[config.mk]
export PLATFORM = sky130hd
export DESIGN_NAME = mc_ctrl_fsm
export DESIGN_NICKNAME = d
export VERILOG_FILES = /design/src/rtl/mc_pkg.sv /design/src/rtl/mc_mem_wait.sv /design/src/rtl/mc_ctrl_fsm.sv
export SDC_FILE = /design/constraint.sdc
export NUM_CORES = 1
export LEC_CHECK = 0
export CAP_MARGIN = 0
export CORE_MARGIN = 5
export CORE_UTILIZATION = 35
export CTS_CLUSTER_SIZE = 30
export DETAILED_ROUTE_END_ITERATION = 10
export DONT_BUFFER_PORTS = 1
export MAX_ROUTING_LAYER = met4
export PLACE_DENSITY_LB_ADDON = 0.12
export SETUP_SLACK_MARGIN = 0.1
export SLEW_MARGIN = 20
export SYNTH_ARGS = -nofsm -noshare
export SYNTH_HDL_FRONTEND = slang
export SYNTH_SLANG_ARGS = --single-unit
[constraint.sdc]
create_clock -name clk -period 1.58 [get_ports clk]
set_input_delay 0.237 -clock clk [delete_from_list [all_inputs] [get_ports clk]]
set_output_delay 0.237 -clock clk [all_outputs]
set_load 0.02 [all_outputs]
[src/rtl/mc_pkg.sv]
// Shared encodings for the multi-cycle MIPS controller: opcodes, functs,
// state codes, datapath select encodings and the DECODE dispatch helper.
package mc_pkg;

   localparam logic [5:0] OP_RTYPE = 6'h00;
   localparam logic [5:0] OP_J     = 6'h02;
   localparam logic [5:0] OP_JAL   = 6'h03;
   localparam logic [5:0] OP_BEQ   = 6'h04;
   localparam logic [5:0] OP_BNE   = 6'h05;
   localparam logic [5:0] OP_ADDI  = 6'h08;
   localparam logic [5:0] OP_SLTI  = 6'h0A;
   localparam logic [5:0] OP_ANDI  = 6'h0C;
   localparam logic [5:0] OP_ORI   = 6'h0D;
   localparam logic [5:0] OP_LW    = 6'h23;
   localparam logic [5:0] OP_SW    = 6'h2B;

   localparam logic [5:0] FN_NOP   = 6'h00;
   localparam logic [5:0] FN_JR    = 6'h08;

   localparam logic [3:0] S_FETCH  = 4'd0;
   localparam logic [3:0] S_DECODE = 4'd1;
   localparam logic [3:0] S_MADDR  = 4'd2;
   localparam logic [3:0] S_MRD    = 4'd3;
   localparam logic [3:0] S_MWB    = 4'd4;
   localparam logic [3:0] S_MWR    = 4'd5;
   localparam logic [3:0] S_REXE   = 4'd6;
   localparam logic [3:0] S_RWB    = 4'd7;
   localparam logic [3:0] S_BR     = 4'd8;
   localparam logic [3:0] S_JMP    = 4'd9;
   localparam logic [3:0] S_JAL    = 4'd10;
   localparam logic [3:0] S_JR     = 4'd11;
   localparam logic [3:0] S_IEXE   = 4'd12;
   localparam logic [3:0] S_IWB    = 4'd13;
   localparam logic [3:0] S_TRAP   = 4'd14;

   localparam logic [2:0] AOP_ADD  = 3'd0;
   localparam logic [2:0] AOP_SUB  = 3'd1;
   localparam logic [2:0] AOP_FUNC = 3'd2;
   localparam logic [2:0] AOP_AND  = 3'd3;
   localparam logic [2:0] AOP_OR   = 3'd4;
   localparam logic [2:0] AOP_SLT  = 3'd5;

   localparam logic [1:0] PCS_ALU    = 2'b00;
   localparam logic [1:0] PCS_ALUOUT = 2'b01;
   localparam logic [1:0] PCS_JUMP   = 2'b10;
   localparam logic [1:0] PCS_A      = 2'b11;

   localparam logic [1:0] M2R_ALU = 2'b00;
   localparam logic [1:0] M2R_MDR = 2'b01;
   localparam logic [1:0] M2R_PC  = 2'b10;

   localparam logic [1:0] RD_RT = 2'b00;
   localparam logic [1:0] RD_RD = 2'b01;
   localparam logic [1:0] RD_RA = 2'b10;

   localparam logic [1:0] CAUSE_ILL = 2'b01;
   localparam logic [1:0] CAUSE_TMO = 2'b10;

   function automatic logic [3:0] decode_next(input logic [5:0] op, input logic [5:0] func);
      logic [3:0] nxt;
      case (op)
         OP_LW, OP_SW:                        nxt = S_MADDR;
         OP_RTYPE:
            if (func == FN_JR)                nxt = S_JR;
            else if (func == FN_NOP)          nxt = S_FETCH;
            else                              nxt = S_REXE;
         OP_BEQ, OP_BNE:                      nxt = S_BR;
         OP_J:                                nxt = S_JMP;
         OP_JAL:                              nxt = S_JAL;
         OP_ADDI, OP_ANDI, OP_ORI, OP_SLTI:   nxt = S_IEXE;
         default:                             nxt = S_TRAP;
      endcase
      return nxt;
   endfunction

endpackage

[src/rtl/mc_mem_wait.sv]
// Memory wait counter: counts idle cycles of a memory state and flags
// completion or timeout. MEM_HS=0 treats memory as single-cycle.
module mc_mem_wait #(
   parameter int MEM_HS      = 1,
   parameter int TIMEOUT_CYC = 255
) (
   input  logic clk,
   input  logic rst_n,
   input  logic active,
   input  logic mem_ready,
   output logic done,
   output logic timeout
);

   localparam logic [15:0] TO_VAL = 16'(TIMEOUT_CYC);

   logic [15:0] cnt_q, cnt_d;

   // Outside a memory state, or on completion, the count returns to zero,
   // so every memory state is entered with a cleared counter.
   always_comb begin
      cnt_d = '0;
      if (active && (MEM_HS != 0) && !mem_ready)
         cnt_d = cnt_q + 16'd1;
   end

   always_ff @(posedge clk or negedge rst_n) begin
      if (!rst_n) cnt_q <= '0;
      else        cnt_q <= cnt_d;
   end

   assign done    = active && ((MEM_HS == 0) || mem_ready);
   assign timeout = active && (MEM_HS != 0) && (TIMEOUT_CYC != 0) &&
                    !mem_ready && (cnt_q == TO_VAL);

endmodule

[src/rtl/mc_ctrl_fsm.sv]
// Multi-cycle MIPS control FSM with memory handshake/timeout and trap.
// Optional perf counters (cyc_cnt, ret_cnt) when MC_CTRL_PERF_EN is defined.
module mc_ctrl_fsm
   import mc_pkg::*;
#(
   parameter int ALUOP_W     = 3,
   parameter int MEM_HS      = 1,
   parameter int TIMEOUT_CYC = 255
) (
   input  logic               clk,
   input  logic               rst_n,
   input  logic [5:0]         op,
   input  logic [5:0]         func,
   input  logic               mem_ready,
   output logic               pc_wr,
   output logic               pc_wr_cond,
   output logic               br_ne,
   output logic               iord,
   output logic               mem_rd,
   output logic               mem_wr,
   output logic               ir_wr,
   output logic [1:0]         mem_to_reg,
   output logic [1:0]         reg_dst,
   output logic               reg_wr,
   output logic               alu_src_a,
   output logic [1:0]         alu_src_b,
   output logic [ALUOP_W-1:0] alu_op,
   output logic [1:0]         pc_src,
   output logic               zext_imm,
   output logic               trap,
   output logic [1:0]         trap_cause
`ifdef MC_CTRL_PERF_EN
   ,
   output logic [31:0]        cyc_cnt,
   output logic [31:0]        ret_cnt
`endif
);

   logic [3:0] state_q, state_d;
   logic [1:0] cause_q, cause_d;
   logic       mem_active, mem_done, mem_tmo;
   logic [2:0] aop;

   assign mem_active = (state_q == S_FETCH) || (state_q == S_MRD) || (state_q == S_MWR);

   mc_mem_wait #(.MEM_HS(MEM_HS), .TIMEOUT_CYC(TIMEOUT_CYC)) u_wait (
      .clk       (clk),
      .rst_n     (rst_n),
      .active    (mem_active),
      .mem_ready (mem_ready),
      .done      (mem_done),
      .timeout   (mem_tmo)
   );

   always_comb begin
      state_d = state_q;
      cause_d = cause_q;
      case (state_q)
         S_FETCH:  if (mem_done) state_d = S_DECODE;
         S_DECODE: begin
            state_d = decode_next(op, func);
            if (state_d == S_TRAP) cause_d = CAUSE_ILL;
         end
         S_MADDR:  state_d = (op == OP_SW) ? S_MWR : S_MRD;
         S_MRD:    if (mem_done) state_d = S_MWB;
         S_MWR:    if (mem_done) state_d = S_FETCH;
         S_REXE:   state_d = S_RWB;
         S_IEXE:   state_d = S_IWB;
         S_TRAP:   state_d = S_TRAP;
         default:  state_d = S_FETCH;
      endcase
      // timeout only fires with mem_ready low, so it never races a completion
      if (mem_tmo) begin
         state_d = S_TRAP;
         cause_d = CAUSE_TMO;
      end
   end

   always_ff @(posedge clk or negedge rst_n) begin
      if (!rst_n) begin
         state_q <= S_FETCH;
         cause_q <= '0;
      end else begin
         state_q <= state_d;
         cause_q <= cause_d;
      end
   end

   // Outputs are held at zero combinationally for as long as reset is low.
   always_comb begin
      pc_wr      = 1'b0;
      pc_wr_cond = 1'b0;
      br_ne      = 1'b0;
      iord       = 1'b0;
      mem_rd     = 1'b0;
      mem_wr     = 1'b0;
      ir_wr      = 1'b0;
      mem_to_reg = M2R_ALU;
      reg_dst    = RD_RT;
      reg_wr     = 1'b0;
      alu_src_a  = 1'b0;
      alu_src_b  = 2'b00;
      aop        = AOP_ADD;
      pc_src     = PCS_ALU;
      zext_imm   = 1'b0;
      trap       = 1'b0;
      trap_cause = '0;
      if (rst_n) begin
         trap_cause = cause_q;
         case (state_q)
            S_FETCH: begin
               mem_rd    = 1'b1;
               alu_src_b = 2'b01;
               ir_wr     = mem_done;
               pc_wr     = mem_done;
            end
            S_DECODE: alu_src_b = 2'b11;
            S_MADDR: begin
               alu_src_a = 1'b1;
               alu_src_b = 2'b10;
            end
            S_MRD: begin
               mem_rd = 1'b1;
               iord   = 1'b1;
            end
            S_MWB: begin
               reg_wr     = 1'b1;
               mem_to_reg = M2R_MDR;
            end
            S_MWR: begin
               mem_wr = 1'b1;
               iord   = 1'b1;
            end
            S_REXE: begin
               alu_src_a = 1'b1;
               aop       = AOP_FUNC;
            end
            S_RWB: begin
               reg_wr  = 1'b1;
               reg_dst = RD_RD;
            end
            S_BR: begin
               alu_src_a  = 1'b1;
               aop        = AOP_SUB;
               pc_wr_cond = 1'b1;
               pc_src     = PCS_ALUOUT;
               br_ne      = (op == OP_BNE);
            end
            S_JMP: begin
               pc_wr  = 1'b1;
               pc_src = PCS_JUMP;
            end
            S_JAL: begin
               pc_wr      = 1'b1;
               pc_src     = PCS_JUMP;
               reg_wr     = 1'b1;
               reg_dst    = RD_RA;
               mem_to_reg = M2R_PC;
            end
            S_JR: begin
               pc_wr  = 1'b1;
               pc_src = PCS_A;
            end
            S_IEXE: begin
               alu_src_a = 1'b1;
               alu_src_b = 2'b10;
               case (op)
                  OP_ANDI: begin aop = AOP_AND; zext_imm = 1'b1; end
                  OP_ORI:  begin aop = AOP_OR;  zext_imm = 1'b1; end
                  OP_SLTI: aop = AOP_SLT;
                  default: aop = AOP_ADD;
               endcase
            end
            S_IWB:  reg_wr = 1'b1;
            S_TRAP: trap   = 1'b1;
            default: ;
         endcase
      end
   end

   assign alu_op = ALUOP_W'(aop);

`ifdef MC_CTRL_PERF_EN
   logic [31:0] cyc_q, cyc_d, ret_q, ret_d;

   // nop DECODE->FETCH is also a non-FETCH to FETCH transition
   always_comb begin
      cyc_d = (state_q != S_TRAP) ? cyc_q + 32'd1 : cyc_q;
      ret_d = ((state_d == S_FETCH) && (state_q != S_FETCH)) ? ret_q + 32'd1 : ret_q;
   end

   always_ff @(posedge clk or negedge rst_n) begin
      if (!rst_n) begin
         cyc_q <= '0;
         ret_q <= '0;
      end else begin
         cyc_q <= cyc_d;
         ret_q <= ret_d;
      end
   end

   assign cyc_cnt = cyc_q;
   assign ret_cnt = ret_q;
`endif

endmodule

After elaboration in Yosys (flattened, before gate mapping)
Index checks and enable logic that the tools add are counted.

word-level totals
  register bits = 22
  bits of input ports = 15

cells by class
  $add $sub $neg = 1
  eq/ne operators = 30
  mux-type cells = 49
  reduce and logical (&&, ||, !) cells = 24

operator list
  operator                                                                count
  4-bit equality test, second input constant                              8
  4-bit case mux with 8 select lines                                      1
  6-bit by 4-bit equality test with 1-bit output, second input constant   5
  4-bit two-way mux                                                       6
  4-bit case mux with 6 select lines                                      1
  1-bit two-way mux                                                       22
  3-bit case mux with 3 select lines                                      2
  16-bit by 1-bit adder with 16-bit output, second input constant         1
  16-bit by 8-bit equality test with 1-bit output, second input constant  1
  4-bit by 3-bit equality test with 1-bit output, second input constant   4
  16-bit two-way mux                                                      1
  2-bit two-way mux                                                       8
  2-bit OR reduction                                                      7
  6-bit by 2-bit equality test with 1-bit output, second input constant   2
  6-bit by 3-bit equality test with 1-bit output, second input constant   2
  6-bit equality test, second input constant                              2
  6-bit zero test                                                         2
  2-bit case mux with 3 select lines                                      2
  4-bit OR reduction                                                      3
  3-bit two-way mux                                                       3
  3-bit inequality test, second input constant                            3
  4-bit by 2-bit equality test with 1-bit output, second input constant   2
  2-bit case mux with 2 select lines                                      2
  4-bit by 1-bit equality test with 1-bit output, second input constant   1
  other kinds (9)                                                         13

Depth between registers and ports, before layout
Gate-level depths: netlist of the first run.

  depth in word-level cells = 9
  mapped depth = 6
  gate-level depth less buffers = 5

Hierarchy
From an unflattened synthesis of the first run, not the netlist that was laid out.

unflattened totals
  cell total of the unflattened synthesis = 221
  area, all modules = 1731.7 sq um

modules (own cells, without submodules)
  module       instances  cells an instance  area an instance (sq um)  sequential area each (sq um)
  mc_ctrl_fsm  1          132                889.6                     150.1
  mc_mem_wait  1          89                 842.1                     400.4

Worst setup path after synthesis of the first run
OpenSTA, ideal clock, no wires.

  path kind = reg-to-output
  from = reg state_q[2]
  to = out alu_op[0]
  data arrival time = 1.517 ns
  setup slack = -0.174 ns
  cell stages (with the launch flop) = 5
  buffers on the path = 1
  cell sequence = dfrtp_1 clkbuf_1 and3_1 nand3_1 o31ai_1

on the way
  cells in the longest elaborated chain, start to end = 3

ends and longest elaborated chain
  what                                                                                   line                RTL
  start: declaration                                                                     mc_ctrl_fsm.sv:39   logic [3:0] state_q, state_d;
  start signal: assignment                                                               mc_ctrl_fsm.sv:84   state_q <= state_d;
  4-bit equality test or 4-bit by 3-bit equality test with 1-bit output (tied branches)  mc_ctrl_fsm.sv:110  case (state_q)
  3-bit case mux with 3 select lines (*)                                                 mc_ctrl_fsm.sv:110
  3-bit two-way mux (*)                                                                  mc_ctrl_fsm.sv:108  if (rst_n) begin
  end: declaration                                                                       mc_ctrl_fsm.sv:27   output logic [ALUOP_W-1:0] alu_op,

Mark *: on every way between the ends. The rest lies on a longest branch, timed or not.

Worst setup path after layout of the first run
  from = reg state_q[1]
  to = out iord

on the way
  cells in the longest elaborated chain, start to end = 4

ends and longest elaborated chain
  what                                                                                                              line                RTL
  4-bit by 2-bit equality test with 1-bit output or 4-bit by 3-bit equality test with 1-bit output (tied branches)  mc_ctrl_fsm.sv:110
  2-bit OR reduction (no line) (*)                                                                                  --
  1-bit two-way mux (*)                                                                                             mc_ctrl_fsm.sv:110
  1-bit two-way mux (*)                                                                                             mc_ctrl_fsm.sv:108
  end: declaration                                                                                                  mc_ctrl_fsm.sv:18   output logic iord,

Marked as above.

==> results of run 1 <==
## state kept, by name, indices dropped and copies added, names as in the netlist
name,flops
cause_q,2
state_q,4
u_wait.cnt_q,16
## cell usage after synthesis, types with 3 or more instances
master,count
inv_1,11
buf_2,4
and4_1,4
nor2_1,27
nor4_1,5
clkbuf_1,5
nor3_1,8
dfrtp_1,22
nand2_1,14
o21ai_0,10
nand4_1,3
or3_1,6
a21oi_1,10
xnor2_1,6
xor2_1,10
nand3_1,12
nor2b_1,3
and3_1,4
and2_1,3
## path summary, 6_finish.rpt
| kind | slack (ns) | cells past startpoint | start | end |
|---|---|---|---|---|
| min | 0.23 | 3 | op[4] | state_q[0] |
| max in group asynchronous | 0.75 | 2 | rst_n | state_q[2] |
| max reg2reg | -0.08 | 8 | state_q[3] | state_q[1] |
| min in group asynchronous | 0.48 | 2 | rst_n | cause_q[1] |
| min reg2reg | 0.49 | 1 | cause_q[1] | cause_q[1] |
| max | -0.15 | 4 | state_q[1] | iord |
## cells by family after synthesis
family / synth area share [%]
buffers and inverters: 5.77
and+or+nand+nor: 33.1
adders and majority gates: 0.790
AOI/OAI and AO/OA: 16.0
xor gates and xnor gates: 8.85
muxes: 0.711
DFF: 34.8
## cells in the final DEF (no fill, tap or decap), types with 4 or more instances in the layout
master,instances
o21ai_0,8
inv_1,10
clkbuf_8,4
buf_6,10
xnor2_1,5
nor2_2,6
nor3_1,4
nand3_1,9
nor4_1,4
xor2_1,9
or3_1,6
nor2_1,18
nand2_1,11
dfrtp_1,18
dfrtp_2,4
buf_4,45
a21oi_1,9
## what timing repair did
item | in CTS | in global routing
gates cloned | 0 | 0
hold endpoints to repair | 22 | 22
pin swaps | 17 | 9
hold buffers | 1 | 1
gates resized for setup | 46 | 13
setup buffers | 10 | 4
setup endpoints to repair | 31 | 44
## report_power, final
part	switching (mW)	internal [mW]
Clock	0.167	0.222
Combinational	1.17	1.15
Sequential	0.102	0.636
## tightest hold or removal path, delay by kind of cell
| kind | cells | cell delay, ns |
|---|---|---|
| compound gates | 3 | 0.21 |
## layout make-up
type	count	area, µm²
Clock buffer	4	55.1
Timing Repair Buffer	58	485
Fill cell	407	1970
Multi-Input combinational cell	155	1200
Sequential cell	22	556
Tap cell	52	65.1
Inverter	12	50.0
## metal layers
metal	vias up	share of wire (%)	GRT usage (%)
li1	808	-	-
met1	805	39	16.3
met2	53	54	30.3
met3	7	5.7	3.16
met4	0	1.5	3.61
met5	-	0	-
## through the flow
stage / setup slack (ns) / TNS [ns] / utilization, % / cell area [µm²]
2_1_floorplan: -0.0204 / -0.0204 / - / 1690
3_3_place_gp: -0.0164 / -0.0164 / 46.5 / 2040
3_5_place_dp: -0.0432 / -0.0849 / 46.5 / 2040
4_1_cts: -0.162 / -1.45 / 53.1 / 2330
5_1_grt: -0.216 / -4.59 / 55.1 / 2420
6_report: -0.150 / -1.88 / 55.1 / 2420
==> run_results.csv, run 1 <==
group,metric,value,unit
logic_synthesis,yosys-top-cells-area,"dfrtp_1 35%, nor2_1 6.4%, xor2_1 5.5%",
logic_synthesis,synth.distinct_cells,44,
timing,relSlewSlack,67.8,%
cells_and_area,area_growth,52.6,%
timing,finalSetupViolCount,29,
logic_synthesis,yosysWarningCount,0,
cells_and_area,instances_no_fill,303,
logic_synthesis,synth_area,0.00158,mm²
logic_synthesis,synth-seq-cells,22,
logic_synthesis,synthCells,199,
clock_tree,cts_buffers,3,
timing,drv_slew,0,
placed_design,hpwl,3370,µm
logic_synthesis,synth_edf_count,0,
worst_setup_path,worstSetupStartpointType,"register",
status,violations,"negative setup slack",
cells_and_area,drive_above_1_share,45.0,%
logic_synthesis,async_flop_share,100,%
route,drtIter0Drc,68,
timing,rsz0062_at_grt,"yes",
clock_tree,path_clk_slew,0.08,ns
timing,hold_ws,0.230,ns
timing,finClkSkew,0.00393,ns
status,outcome,"finished with violations",
worst_setup_path,cp_max_fo,3,
route,viasPerCell,5.52,
cells_and_area,finalNetCount,268,
global_routing,antenna_found_initial,0,
power,ir_drop,0.000664,V
route,drtAntennaViolNets,0,
logic_synthesis,synth_flop_cell,"dfrtp_1",
clock_tree,clockRootBuffer,"clkbuf_8",
worst_setup_path,path_common_cell,"buf_4",
global_routing,first_global_vias,1746,
placed_design,dp_cells,284,
worst_setup_path,crit_buf_inv,2,
placed_design,place_congestion,0.792,
worst_setup_path,endpoint_kind,"output port",
clock_tree,clock-sinks,22,
worst_setup_path,crit_chain,"buf_4 -> xor2_1 -> buf_4 -> and4_2",
route,drtPass1Iterations,4,
worst_setup_path,critPathTopFamily,"flip-flops",
global_routing,grt_max_degree,23,
power,power-per-cell-area,1430,mW/mm²
logic_synthesis,syn_nets,215,
timing,worst_slack,-0.150,ns
power,finalPower,3.45,mW
logic_synthesis,netlist.area_leader.share,34.8,%
die,die_area,0.00597,mm²
clock_tree,cts_tree,"done",
logic_synthesis,yosysTopAreaCell,"dfrtp_1",
worst_setup_path,critical_path_class,"reg -> out",
timing,period_minus_slack,1.73,ns
placed_design,portBuffers,0,
logic_synthesis,syn_avg_cell_area,7.95,µm²
route,wl,4700,µm
logic_synthesis,seq_area_frac_synth,34.8,%
min_path,hold_class,"in -> reg",
die,ios,39,
die,core,0.00438,mm²
timing,hold_viol,0,
route,wl_per_cell,15.5,µm
die,die_w,77.2,µm
worst_setup_path,required,1.34,ns
power,leakagePower,1.06,nW
timing,max_freq,578,MHz
clock_tree,clk_latency,0.26,ns
global_routing,overflow,0,
run,maxCapViolCount,0,
worst_setup_path,slowest_delay,0.44,ns
die,initial_core_util,36.1,%
cells_and_area,n_antenna_cell,0,
die,die_y,77.2,µm
global_routing,grt_first_pass_wirelength,7850,µm
global_routing,grt_usage,15.8,%
worst_setup_path,slowest_stage,"dfrtp_2",
clock_tree,clock_path_buffers,2,
die,rows,24,
worst_setup_path,critPathArrivalTime,1.49,ns
timing,worst_pin_slew,0.483,ns
route,drc,0,
route,via_count,1673,
clock_tree,htreeDepth,1,
timing,period_share,110,%
Note: power is estimated with default switching activity, not from simulation.
==> inputs of run 2 (changes only) <==
--- a/config.mk
+++ b/config.mk
@@ -11,6 +11,7 @@
 export CTS_CLUSTER_SIZE = 30
 export DETAILED_ROUTE_END_ITERATION = 10
 export DONT_BUFFER_PORTS = 1
+export HOLD_SLACK_MARGIN = 0.05
 export MAX_ROUTING_LAYER = met4
 export PLACE_DENSITY_LB_ADDON = 0.12
 export SETUP_SLACK_MARGIN = 0.1
==> results of run 2 <==
No change in the layout: final DEF, timing and power equal those of run 1.
==> inputs of run 3 (changes only) <==
--- a/config.mk
+++ b/config.mk
@@ -8,6 +8,7 @@
 export CAP_MARGIN = 0
 export CORE_MARGIN = 5
 export CORE_UTILIZATION = 35
+export CTS_BUF_LIST = sky130_fd_sc_hd__clkbuf_4
 export CTS_CLUSTER_SIZE = 30
 export DETAILED_ROUTE_END_ITERATION = 10
 export DONT_BUFFER_PORTS = 1
==> run 3 against run 2 <==
  * The run still ends with negative setup slack left
  * Flip-flop and latch count unchanged
  * Non-clock buffer count increased by 8
  * Final cell count is 2.6% higher
  * Design area rose by 11%
  * Largest power group unchanged
==> run_results.csv, run 3 (synthesized netlist as in run 1, its figures left out) <==
group,metric,value,unit
worst_setup_path,worstSetupStartpointType,"register",
power,combinationalPowerShare,73.2,%
die,die_area,0.00597,mm²
route,drtPass1Iterations,6,
placed_design,hpwl,3370,µm
route,via_count,1742,
worst_setup_path,required,1.34,ns
timing,hold_viol,0,
power,leakagePower,1.11,nW
power,power-per-cell-area,1400,mW/mm²
worst_setup_path,slowest_delay,0.49,ns
global_routing,grt_usage,16.2,%
worst_setup_path,critPathTopFamily,"buffers and inverters",
clock_tree,clk_latency,0.30,ns
worst_setup_path,critPathArrivalTime,1.57,ns
power,ir_drop,0.000656,V
clock_tree,clock-sinks,22,
route,drc,0,
global_routing,grt_first_pass_wirelength,8030,µm
cells_and_area,layout_commonest_cell,"buf_4",
timing,rsz0062_at_grt,"yes",
die,die_y,77.2,µm
clock_tree,cts_tree,"done",
timing,relSlewSlack,67.6,%
cells_and_area,final.fill_count,378,
route,wl_per_cell,16.1,µm
timing,drv_slew,0,
timing,worst_pin_slew,0.486,ns
cells_and_area,utilization,60.9,%
worst_setup_path,cp_max_fo,7,
global_routing,first_global_vias,1795,
worst_setup_path,slowest_stage,"dfrtp_2",
global_routing,grt_max_degree,23,
timing,period_minus_slack,1.80,ns
power,internal_power,2.09,mW
route,wl,5020,µm
die,initial_core_util,36.1,%
run,maxCapViolCount,0,
placed_design,place_congestion,0.792,
timing,fin_tns_setup,-3.50,ns
cells_and_area,area_growth,68.8,%
cells_and_area,top_register,"u_wait.cnt_q",
die,core,0.00438,mm²
die,rows,24,
global_routing,overflow,0,
worst_setup_path,crit_start,"state_q[3]",
worst_setup_path,crit_buf_inv,4,
status,outcome,"finished with violations",
power,switching_share,44.0,%
worst_setup_path,crit_chain,"buf_6 -> buf_4 -> buf_6 -> nor4b_4 -> buf_4",
clock_tree,cts_buffers,3,
cells_and_area,reg.largest.list,"u_wait.cnt_q (16), state_q (4), cause_q (2)",
clock_tree,clock_path_buffers,2,
clock_tree,htreeDepth,1,
timing,period_share,114,%
cells_and_area,finalNetCount,276,
clock_tree,clockRootBuffer,"clkbuf_4",
route,viasPerCell,5.60,
cells_and_area,largest_reg_flops,16,
worst_setup_path,critical_path_class,"reg -> out",
min_path,hp-start,"op[4]",
power,power.switching,1.64,mW
timing,max_freq,555,MHz
cells_and_area,n_antenna_cell,0,
global_routing,antenna_found_initial,0,
timing,finClkSkew,0.00553,ns
timing,worst_slack,-0.223,ns
power,p_seq_share,19.9,%
power,power_frac_clock,6.8,%
die,ios,39,
placed_design,portBuffers,0,
cells_and_area,layout_common_cells,"42 x buf_4, 19 x nor2_4, 18 x dfrtp_1, 18 x buf_6, 11 x nand2_1",
route,drtAntennaViolNets,0,
worst_setup_path,r2r_setup_slack,-0.12,ns
worst_setup_path,endpoint_kind,"output port",
route,drtIter0Drc,85,
die,die_w,77.2,µm
worst_setup_path,r2r_start,"state_q[3]",
clock_tree,path_clk_slew,0.12,ns
status,violations,"negative setup slack",
timing,finalSetupViolCount,43,
min_path,hold_class,"in -> reg",
cells_and_area,drive_above_1_share,53.7,%
-- run 3: cell count changes in the layout (fill, tap and decap cells not counted), moves of 2 or more --
cell,before,now
xor2_1,9,7
nor2_4,3,19
a21oi_1,9,7
clkbuf_4,0,3
nor2_1,18,6
buf_6,10,18
nor2_2,6,2
inv_1,10,8
clkbuf_8,4,0
a21oi_2,1,3
o21ai_1,1,3
buf_4,45,42
-- run 3: final timing paths --
check,endpoint,cells past startpoint
max in group asynchronous,state_q[2],2
worst max-delay path,alu_src_b[0],5
worst min-delay path,state_q[0],3
min in group asynchronous,cause_q[1],2
worst max register to register,state_q[1],7
worst min register to register,cause_q[1],1
-- run 3: what timing repair did --
| action | in CTS | in global routing |
|---|---|---|
| hold buffers | 1 | 1 |
| pin swaps | 14 | 17 |
| hold endpoints to repair | 22 | 22 |
| setup buffers | 15 | 7 |
| cloned | 0 | 1 |
| setup endpoints to repair | 31 | 44 |
| gates resized for setup | 62 | 50 |
-- run 3: final cells by class --
| class | instances | area (µm²) | area share [%] |
|---|---|---|---|
| clock inverter | 1 | 3.75 | 0.141 |
| clock buffer | 3 | 22.5 | 0.843 |
| multi-input combinational | 155 | 1360 | 50.9 |
| tap | 52 | 65.1 | 2.44 |
| inverter | 12 | 52.6 | 1.97 |
| timing repair buffer | 66 | 613 | 23.0 |
| sequential | 22 | 556 | 20.8 |
-- run 3: tightest hold or removal path, cell delays in order --
cell and delay (ns):
o32ai_1 0.06, o21ai_0 0.07, o21ai_1 0.06
-- run 3: power groups by stage --
stage / logic, mW / registers (mW) / clock network [mW]
2_1_floorplan: 1.05 / 0.672 / 0
3_3_place_gp: 1.61 / 0.737 / 0
3_5_place_dp: 1.63 / 0.740 / 0
4_1_cts: 2.26 / 0.749 / 0.261
5_1_grt: 2.89 / 0.754 / 0.293
6_report: 2.74 / 0.746 / 0.255
-- run 3: through the flow --
stage / hold slack (ns) / power, mW / setup WS (ns) / instance area [µm²] / std cells
after floorplan: -0.0586 / 1.73 / -0.0204 / 1690 / 199
after global placement: -0.0572 / 2.35 / -0.0164 / 2040 / 284
after detailed placement: -0.0573 / 2.37 / -0.0432 / 2040 / 284
after global routing: 0.162 / 3.94 / -0.309 / 2670 / 311
final: 0.155 / 3.74 / -0.223 / 2670 / 311
after CTS: 0.145 / 3.27 / -0.216 / 2400 / 304
-- run 3: routing by layer --
| layer | vias to the layer above | routed length, µm | global-route usage (%) |
|---|---|---|---|
| met5 | - | 0 | - |
| met4 | 0 | 70 | 4.30 |
| met3 | 10 | 208 | 2.69 |
| met2 | 44 | 2780 | 31.1 |
| met1 | 861 | 1960 | 16.8 |
| li1 | 827 | - | - |
